## config.mk

```make
export PLATFORM = sky130hd
export DESIGN_NAME = histo_reader
export DESIGN_NICKNAME = d
export VERILOG_FILES = /design/src/rtl/trig_pkg.sv /design/src/rtl/byte_serializer.sv /design/src/rtl/histo_reader.sv
export SDC_FILE = /design/constraint.sdc
export NUM_CORES = 1
export LEC_CHECK = 0
export BUFFER_PORTS_ARGS = -buffer_cell sky130_fd_sc_hd__buf_2
export CORE_UTILIZATION = 50
export DETAILED_ROUTE_END_ITERATION = 10
export MAX_ROUTING_LAYER = met4
export PLACE_DENSITY = 0.73
export SYNTH_ARGS = -nofsm -noshare
export SYNTH_HDL_FRONTEND = slang
export SYNTH_SLANG_ARGS = --single-unit
```

## constraint.sdc

```tcl
create_clock -name clk -period 2.15 [get_ports clk]
set_input_delay 0.43 -clock clk [delete_from_list [all_inputs] [get_ports clk]]
set_output_delay 0.43 -clock clk [all_outputs]
set_load 0.005 [all_outputs]
```

## src/rtl/trig_pkg.sv

```systemverilog
// Shared constants and state encoding for the trigger-board histogram readout.
package trig_pkg;

    localparam logic [7:0] HDR_BYTE  = 8'hA5;
    localparam logic [7:0] TRL_BYTE  = 8'h5A;
    localparam int         NHIST_DEF = 8;
    localparam int         LAT_DEF   = 3;

    typedef enum logic [3:0] {
        IDLE,
        HDR,
        WAIT,
        CAPT,
        SEND,
        CLR,
        HOLD,
        TRL,
        DONE
    } state_e;

endpackage

```

## src/rtl/byte_serializer.sv

```systemverilog
// Snapshots one channel's histogram words and walks them out byte by byte,
// big-endian within each word, advancing only on an accepted transfer.
module byte_serializer
    import trig_pkg::*;
#(
    parameter int NHIST = NHIST_DEF
) (
    input  logic                  clk,
    input  logic                  nrst,
    input  logic                  load_i,
    input  logic [NHIST*32-1:0]   data_i,
    input  logic                  send_i,
    input  logic                  accept_i,
    output logic [7:0]            first_byte_o,
    output logic [7:0]            next_byte_o,
    output logic                  last_byte_accepted_o
);

    localparam int NBYTES = NHIST * 4;
    localparam int BW     = $clog2(NBYTES);

    logic [NHIST*32-1:0] shadow_q;
    logic [BW-1:0]       byte_q;

    // Byte b lives in word b/4, byte lane 3-(b%4); indices past the end read as zero.
    function automatic logic [7:0] pick(input logic [NHIST*32-1:0] v, input int unsigned b);
        return 8'(v >> (32 * (b / 4) + 8 * (3 - (b % 4))));
    endfunction

    assign first_byte_o         = pick(data_i, 0);
    assign next_byte_o          = pick(shadow_q, 32'(byte_q) + 1);
    assign last_byte_accepted_o = send_i && accept_i && (byte_q == BW'(NBYTES - 1));

    // NOTE: the shadow is an ordinary register bank, so it takes the async reset
    // like everything else; non-blocking assignments keep all state updates
    // evaluated against the same pre-edge values.
    always_ff @(posedge clk or negedge nrst) begin
        if (!nrst) begin
            shadow_q <= '0;
            byte_q   <= '0;
        end else if (load_i) begin
            shadow_q <= data_i;
            byte_q   <= '0;
        end else if (send_i && accept_i) begin
            byte_q   <= byte_q + 1'b1;
        end
    end

endmodule

```

## src/rtl/histo_reader.sv

```systemverilog
// Readout sequencer: scans every channel's monitoring histograms, streams them
// as a framed byte sequence and optionally clears each channel after reading.
module histo_reader
    import trig_pkg::*;
#(
    parameter int NCHAN   = 64,
    parameter int NHIST   = NHIST_DEF,
    parameter int LAT     = LAT_DEF,
    parameter int CLR_LEN = 2
) (
    input  logic                clk,
    input  logic                nrst,
    input  logic                start,
    input  logic                clear_after_read,
    output logic [7:0]          hist_idx,
    input  logic [NHIST*32-1:0] hist_in,
    output logic                resethist,
    output logic [7:0]          tx_data,
    output logic                tx_valid,
    input  logic                tx_ready,
    output logic                busy,
    output logic                done,
    output logic [15:0]         frame_count
);

    state_e      state_q;
    logic [7:0]  idx_q;
    logic [7:0]  cnt_q;
    logic [7:0]  tx_data_q;
    logic        clr_en_q;
    logic        resethist_q;
    logic        tx_valid_q;
    logic        busy_q;
    logic        done_q;
    logic [15:0] frame_count_q;

    logic        accept;
    logic        last_chan;
    logic        ser_last;
    logic [7:0]  first_byte;
    logic [7:0]  next_byte;

    assign accept    = tx_valid_q && tx_ready;
    assign last_chan = (idx_q == 8'(NCHAN - 1));

    byte_serializer #(.NHIST(NHIST)) u_ser (
        .clk                  (clk),
        .nrst                 (nrst),
        .load_i               (state_q == CAPT),
        .data_i               (hist_in),
        .send_i               (state_q == SEND),
        .accept_i             (accept),
        .first_byte_o         (first_byte),
        .next_byte_o          (next_byte),
        .last_byte_accepted_o (ser_last)
    );

    always_ff @(posedge clk or negedge nrst) begin
        if (!nrst) begin
            state_q       <= IDLE;
            idx_q         <= '0;
            cnt_q         <= '0;
            tx_data_q     <= '0;
            clr_en_q      <= 1'b0;
            resethist_q   <= 1'b0;
            tx_valid_q    <= 1'b0;
            busy_q        <= 1'b0;
            done_q        <= 1'b0;
            frame_count_q <= '0;
        end else begin
            done_q <= 1'b0;
            case (state_q)
                IDLE: if (start) begin
                    clr_en_q   <= clear_after_read;
                    idx_q      <= '0;
                    busy_q     <= 1'b1;
                    tx_valid_q <= 1'b1;
                    tx_data_q  <= HDR_BYTE;
                    state_q    <= HDR;
                end
                HDR: if (accept) begin
                    tx_valid_q <= 1'b0;
                    cnt_q      <= 8'(LAT - 1);
                    state_q    <= WAIT;
                end
                WAIT: begin
                    if (cnt_q == '0) state_q <= CAPT;
                    else             cnt_q   <= cnt_q - 1'b1;
                end
                CAPT: begin
                    tx_data_q  <= first_byte;
                    tx_valid_q <= 1'b1;
                    state_q    <= SEND;
                end
                SEND: if (accept) begin
                    if (!ser_last) begin
                        tx_data_q <= next_byte;
                    end else if (clr_en_q) begin
                        tx_valid_q  <= 1'b0;
                        resethist_q <= 1'b1;
                        cnt_q       <= 8'(CLR_LEN - 1);
                        state_q     <= CLR;
                    end else if (last_chan) begin
                        tx_data_q <= TRL_BYTE;
                        state_q   <= TRL;
                    end else begin
                        tx_valid_q <= 1'b0;
                        idx_q      <= idx_q + 1'b1;
                        cnt_q      <= 8'(LAT - 1);
                        state_q    <= WAIT;
                    end
                end
                CLR: begin
                    if (cnt_q == '0) begin
                        resethist_q <= 1'b0;
                        cnt_q       <= 8'(LAT - 1);
                        state_q     <= HOLD;
                    end else begin
                        cnt_q <= cnt_q - 1'b1;
                    end
                end
                // The clear reaches the histograms LAT cycles late; keep the index parked until it lands.
                HOLD: begin
                    if (cnt_q != '0) begin
                        cnt_q <= cnt_q - 1'b1;
                    end else if (last_chan) begin
                        tx_valid_q <= 1'b1;
                        tx_data_q  <= TRL_BYTE;
                        state_q    <= TRL;
                    end else begin
                        idx_q   <= idx_q + 1'b1;
                        cnt_q   <= 8'(LAT - 1);
                        state_q <= WAIT;
                    end
                end
                TRL: if (accept) begin
                    tx_valid_q    <= 1'b0;
                    busy_q        <= 1'b0;
                    done_q        <= 1'b1;
                    frame_count_q <= frame_count_q + 1'b1;
                    state_q       <= DONE;
                end
                DONE:    state_q <= IDLE;
                default: state_q <= IDLE;
            endcase
        end
    end

    assign hist_idx    = idx_q;
    assign resethist   = resethist_q;
    assign tx_data     = tx_data_q;
    assign tx_valid    = tx_valid_q;
    assign busy        = busy_q;
    assign done        = done_q;
    assign frame_count = frame_count_q;

endmodule

```

==> results_dict.tcl, run 1 <==
set metrics [dict create \
    cp_data_arrival_time_ns 2.69 \
    rsz0062_at_grt "true" \
    violations "setup timing" \
    timing.final.crit_share 1.07 \
    wl_mm 43.1 \
    h-tree-depth 2 \
    worstHoldStart "hist_in[123]" \
    row_count 62 \
    first_iter_violations 1035 \
    ys.flop_type "dfrtp_1" \
    die_area_um2 30000 \
    ys_ff_latch 310 \
    drive_gt1_frac 0.293 \
    fp.dieH_um 173 \
    critical_path.max_fanout 6 \
    final_common_cell "nand2_1" \
    fin_cells 2379 \
    fin_skew_ns 0.0143 \
    ys_seq_area_frac 0.530 \
    cts.sinks 310 \
    core_area_um2 28800 \
    portBuffers 296 \
    critical_path_buf_inv_count 2 \
    period_minus_slack_ns 2.29 \
    vias_per_cell 5.47 \
    cp-start-kind "flop" \
    finish.utilization 0.658 \
    setup_viol 18 \
    avgSynthCellArea_um2 9.04 \
    gp_congestion 0.933 \
    path_class "flop to flop" \
    antenna_found_initial 1 \
    grt.total_usage 0.289 \
    synth_edf_count 0 \
    cts_tree "built" \
    cp_slowest_cell "dfrtp_4" \
    cts_made_buffers 35 \
    grt_max_degree 146 \
    drv_slew 0 \
    synth_nets 1887 \
    clockBufferDepth 3 \
    worst_pin_slew_ns 0.763 \
    drv_cap 0 \
    power_density_nw_per_um2 1520 \
    r2r-start "u_ser.byte_q[0]$_DFFE_PN0P_" \
    critPathTopFamily "compound AO/OA/AOI/OAI gates" \
    grt_pass1_wl_mm 66.1 \
    fp.dieW_um 173 \
    path_clk_slew_ns 0.06 \
    pin_count 297 \
    crit_chain "ha_4 > buf_6 > clkbuf_16 > mux4_2 > nand2_2 > a21oi_2 > a31oi_1 > o22ai_1 > a211o_1" \
    dpl.cell_count 2291 \
    vias 13000 \
    overflow 0 \
    ant_nets 0 \
    irDropWorstVdd_mv 0.933 \
    nets 2236 \
    first_global_vias 12800 \
    root_buffer "clkbuf_16" \
    p_leak_nw 9.68 \
    slew-limit-headroom 0.491 \
    syn2layout_area_growth_pct 29.4 \
    drc 0 \
    hp-class "primary input to flop" \
    yosys.area.top_type "dfrtp_1" \
    place_hpwl_mm 29.8 \
    max_freq_mhz 436 \
    final_cell_mix "nand2_1, dfrtp_1, buf_2" \
    synth_area_leaders "dfrtp_1, nand2_1, mux4_2, clkbuf_1, nor2_1" \
    final.setup.worst_slack_ns -0.142 \
    r2r_slack_ns -0.14 \
    wl_per_cell_um 18.1 \
    synth.distinct_cells 67 \
    async_flop_share 1.00 \
    required_ns 2.55 \
    end_kind "flop" \
    yosys_warnings 0 \
    syn_inst 1620 \
    status "complete, but fails checks" \
    synth_top_area_frac 0.530 \
    start_util 0.509 \
    netlist_area_um2 14600 \
    crit_path_start "u_ser.byte_q[0]$_DFFE_PN0P_" \
    max_stage_delay_ns 0.50 \
    first_pass_iters 5 \
    worstSkewPairLatency_ns 0.52 \
    hold_viol_final 0 \
]
## cell usage after synthesis, types with 2 or more instances
cell type,count
nand2_1,848
ha_1,6
a211o_1,4
a21o_1,3
and2_1,2
buf_1,9
nor3_1,8
nand2b_1,5
o211ai_1,2
o21ai_0,35
o31ai_1,4
a32oi_1,13
clkbuf_1,66
a2bb2oi_1,2
or4_1,3
o41ai_1,3
o22a_1,2
nor2b_1,4
a22oi_1,4
xnor2_1,10
mux4_2,56
buf_4,2
a21oi_1,22
buf_2,16
and3_1,7
or3_1,3
nor2_1,47
a31oi_1,6
xor2_1,11
a41oi_1,4
a211oi_1,2
dfrtp_1,310
and4_1,2
inv_1,8
mux2i_1,13
a211oi_2,2
o22ai_1,4
nand4_1,11
nor4_1,4
nand3_1,30
## tightest hold or removal path, stage by stage
cell and delay [ns]:
buf_2 0.07, nand2_1 0.04, nand2_1 0.05
## power by group
part,switching [mW],total [mW],leakage (nW),internal [mW]
registers,1.69,10.2,3.86,8.52
logic,7.11,12.8,5.27,5.65
clock network,2.36,5.78,0.545,3.42
total,11.2,28.8,9.68,17.6
## worst paths after layout
kind                                                   end  depth (start not counted)
min reg2reg                u_ser.shadow_q[110]$_DFFE_PN0P_                          2
min in group asynchronous             cnt_q[4]$_DFFE_PN0P_                          2
min                        u_ser.shadow_q[123]$_DFFE_PN0P_                          3
max in group asynchronous   u_ser.shadow_q[65]$_DFFE_PN0P_                          3
max                                 tx_data[2]$_DFFE_PN0P_                          9
max reg2reg                         tx_data[2]$_DFFE_PN0P_                          9
## layer usage
layer  vias to the layer above  global-route usage  share of wire
li1                       6032                   -              -
met1                      6359               0.379           0.41
met2                       523               0.457           0.49
met3                        96              0.0449          0.073
met4                         0               0.104          0.035
met5                         -                   -              0
## kinds of logic (layout without fill, tap and decap cells)
group	Yosys count	in the layout	share of synthesized area
other	0	1	0
AO/OA/AOI/OAI	124	124	0.0593
flip-flops	310	310	0.530
AND/OR/NAND/NOR	988	988	0.270
multiplexers	70	70	0.0958
buffers and inverters	101	475	0.0278
XOR/XNOR	21	21	0.0126
adder cells (fa/ha/maj)	6	6	0.00513
## flip-flops by register name, indices dropped and copies added (netlist names), 4 cells and up
| signal | count |
|---|---|
| hist_idx | 8 |
| tx_data | 8 |
| u_ser.shadow_q | 256 |
| cnt_q | 8 |
| u_ser.byte_q | 5 |
| frame_count | 16 |
| state_q | 4 |
## what timing repair did
item	CTS	global route
cloned	0	8
pin swaps	17	14
hold endpoints to repair	48	0
hold buffers	1	0
buffers inserted	3	13
endpoints found under the setup margin	29	31
resized for setup	27	57
## cell type report
cell class / instances / area (µm²)
clock inverter: 8 / 76.3
sequential: 310 / 7760
multi-input combinational: 1209 / 6830
clock buffer: 54 / 1030
timing repair buffer: 405 / 2740
fill: 2320 / 9830
tap: 384 / 480
inverter: 8 / 30.0
antenna: 1 / 2.50
## per-stage QoR
step	TNS [ns]	hold WS (ns)	instance area, µm²	worst slack (ns)	power (mW)
after floorplan	-0.0643	0.134	14700	-0.0597	17.6
after global placement	-1.08	0.410	17200	-0.105	21.3
after detailed placement	-2.70	0.409	17200	-0.209	21.7
after CTS	-0.943	0.0879	18400	-0.117	27.8
after global routing	-2.27	0.0929	18900	-0.185	30.6
final	-1.21	0.104	18900	-0.142	28.8
(Power assumes the default switching activity.)
==> run 2: changes to the inputs <==
--- a/config.mk
+++ b/config.mk
@@ -10,6 +10,7 @@
 export DETAILED_ROUTE_END_ITERATION = 10
 export MAX_ROUTING_LAYER = met4
 export PLACE_DENSITY = 0.73
+export SKIP_LAST_GASP = 1
 export SYNTH_ARGS = -nofsm -noshare
 export SYNTH_HDL_FRONTEND = slang
 export SYNTH_SLANG_ARGS = --single-unit
==> results_dict.tcl, run 2 (synthesis gave the netlist of run 1 again) <==
set metrics [dict create \
    setup_viol 17 \
    portBuffers 296 \
    hp-class "primary input to flop" \
    slew-limit-headroom 0.482 \
    cts_tree "built" \
    cts_made_buffers 35 \
    fp.dieH_um 173 \
    die_area_um2 30000 \
    drive_gt1_frac 0.291 \
    wl_mm 42.9 \
    core_area_um2 28800 \
    groute.layer.met3.usage 0.0449 \
    overflow 0 \
    grt_use_met1 0.379 \
    final_common_cell "nand2_1" \
    drc 0 \
    required_ns 2.54 \
    clockBufferDepth 3 \
    critical_path.max_fanout 6 \
    p_leak_nw 9.67 \
    cp_data_arrival_time_ns 2.67 \
    violations "setup timing" \
    worstSkewPairLatency_ns 0.52 \
    drv_slew 0 \
    largest_register_ffs 256 \
    path_class "flop to flop" \
    first_pass_iters 6 \
    worst_pin_slew_ns 0.777 \
    gr-max-usage-layer "met2" \
    pin_count 297 \
    dp_slack_ns -0.209 \
    syn2layout_area_growth_pct 29.2 \
    power_density_nw_per_um2 1520 \
    root_buffer "clkbuf_16" \
    first_global_vias 12800 \
    max_freq_mhz 439 \
    h-tree-depth 2 \
    status "complete, but fails checks" \
    cp-start-kind "flop" \
    wl_per_cell_um 18.0 \
    hold_viol_final 0 \
    path_clk_slew_ns 0.06 \
    fillers 2326 \
    end_kind "flop" \
    grt_max_degree 146 \
    drv_cap 0 \
    timing.final.crit_share 1.06 \
    vias 12900 \
    row_count 62 \
    cts.sinks 310 \
    period_minus_slack_ns 2.28 \
    nets 2235 \
    fin_skew_ns 0.0170 \
    first_iter_violations 994 \
    fp.dieW_um 173 \
    gp_congestion 0.933 \
    irDropWorstVdd_mv 0.936 \
    ant_nets 0 \
    vias_per_cell 5.44 \
    power.total_mw 28.7 \
    rsz0062_at_grt "true" \
    place_hpwl_mm 29.8 \
    grtUsageMet2 0.457 \
    start_util 0.509 \
    final.setup.worst_slack_ns -0.127 \
    antenna_found_initial 1 \
    final_cell_mix "nand2_1, dfrtp_1, buf_2" \
    top_register "u_ser.shadow_q" \
    grt.total_usage 0.289 \
    grt_pass1_wl_mm 66.1 \
]
## run 2: worst paths after layout
path,start,endpoint,slack (ns),cells past startpoint
setup / recovery,u_ser.byte_q[0]$_DFFE_PN0P_,tx_data[6]$_DFFE_PN0P_,-0.13,7
hold / removal,hist_in[123],u_ser.shadow_q[123]$_DFFE_PN0P_,0.1,3
setup reg to reg,u_ser.byte_q[0]$_DFFE_PN0P_,tx_data[6]$_DFFE_PN0P_,-0.13,7
hold reg to reg,u_ser.shadow_q[110]$_DFFE_PN0P_,u_ser.shadow_q[110]$_DFFE_PN0P_,0.47,2
max in group asynchronous,nrst,u_ser.shadow_q[125]$_DFFE_PN0P_,1.00,3
min in group asynchronous,nrst,cnt_q[4]$_DFFE_PN0P_,0.45,2
## run 2: report_power, final
part / switching [mW] / leakage [nW] / internal [mW]
sequential: 1.69 / 3.86 / 8.52
combinational: 7.09 / 5.27 / 5.64
clock: 2.37 / 0.545 / 3.42
## run 2: layer usage
| metal | part of all wire | vias to the layer above | routed length (µm) |
|---|---|---|---|
| li1 | - | 6035 | - |
| met1 | 0.41 | 6310 | 17700 |
| met2 | 0.48 | 495 | 20700 |
| met3 | 0.069 | 99 | 2970 |
| met4 | 0.035 | 0 | 1520 |
| met5 | 0 | - | 0 |
## run 2: critical path, stage by stage, from the launching register on
cell	delay, ns
dfrtp_4	0.50
ha_4	0.33
buf_6	0.13
clkbuf_16	0.15
mux4_2	0.31
mux4_2	0.47
o211ai_1	0.17
o21ai_0	0.09
## run 2: layout make-up
cell class	instances	area, µm²	area share
clock buffers	54	1030	0.0543
well taps	384	480	0.0254
diodes	1	2.50	0.000132
repair buffers	404	2730	0.144
multi-input cells	1209	6810	0.360
inverters	8	30.0	0.00159
clock inverters	8	76.3	0.00403
flip-flops and latches	310	7760	0.410
## run 2: what timing repair did
item                       4_1_cts  5_1_grt
buffers inserted                 3       12
hold buffers                     1        0
hold endpoints to repair        48        0
gates resized for setup         25       53
pin swaps                       15       15
gates cloned                     0        8
setup endpoints to repair       29       31
## run 2: stage by stage
| step | cells | utilization | hold WS [ns] | area (µm²) | setup TNS, ns |
|---|---|---|---|---|---|
| 5_1_grt | 2378 | 0.657 | 0.0922 | 18900 | -2.29 |
| 6_report | 2378 | 0.657 | 0.0998 | 18900 | -1.09 |
| 4_1_cts | 2357 | 0.639 | 0.0879 | 18400 | -1.04 |
| 2_1_floorplan | 1620 | - | 0.134 | 14700 | -0.0643 |
| 3_5_place_dp | 2291 | 0.597 | 0.409 | 17200 | -2.70 |
| 3_3_place_gp | 2291 | 0.597 | 0.410 | 17200 | -1.08 |
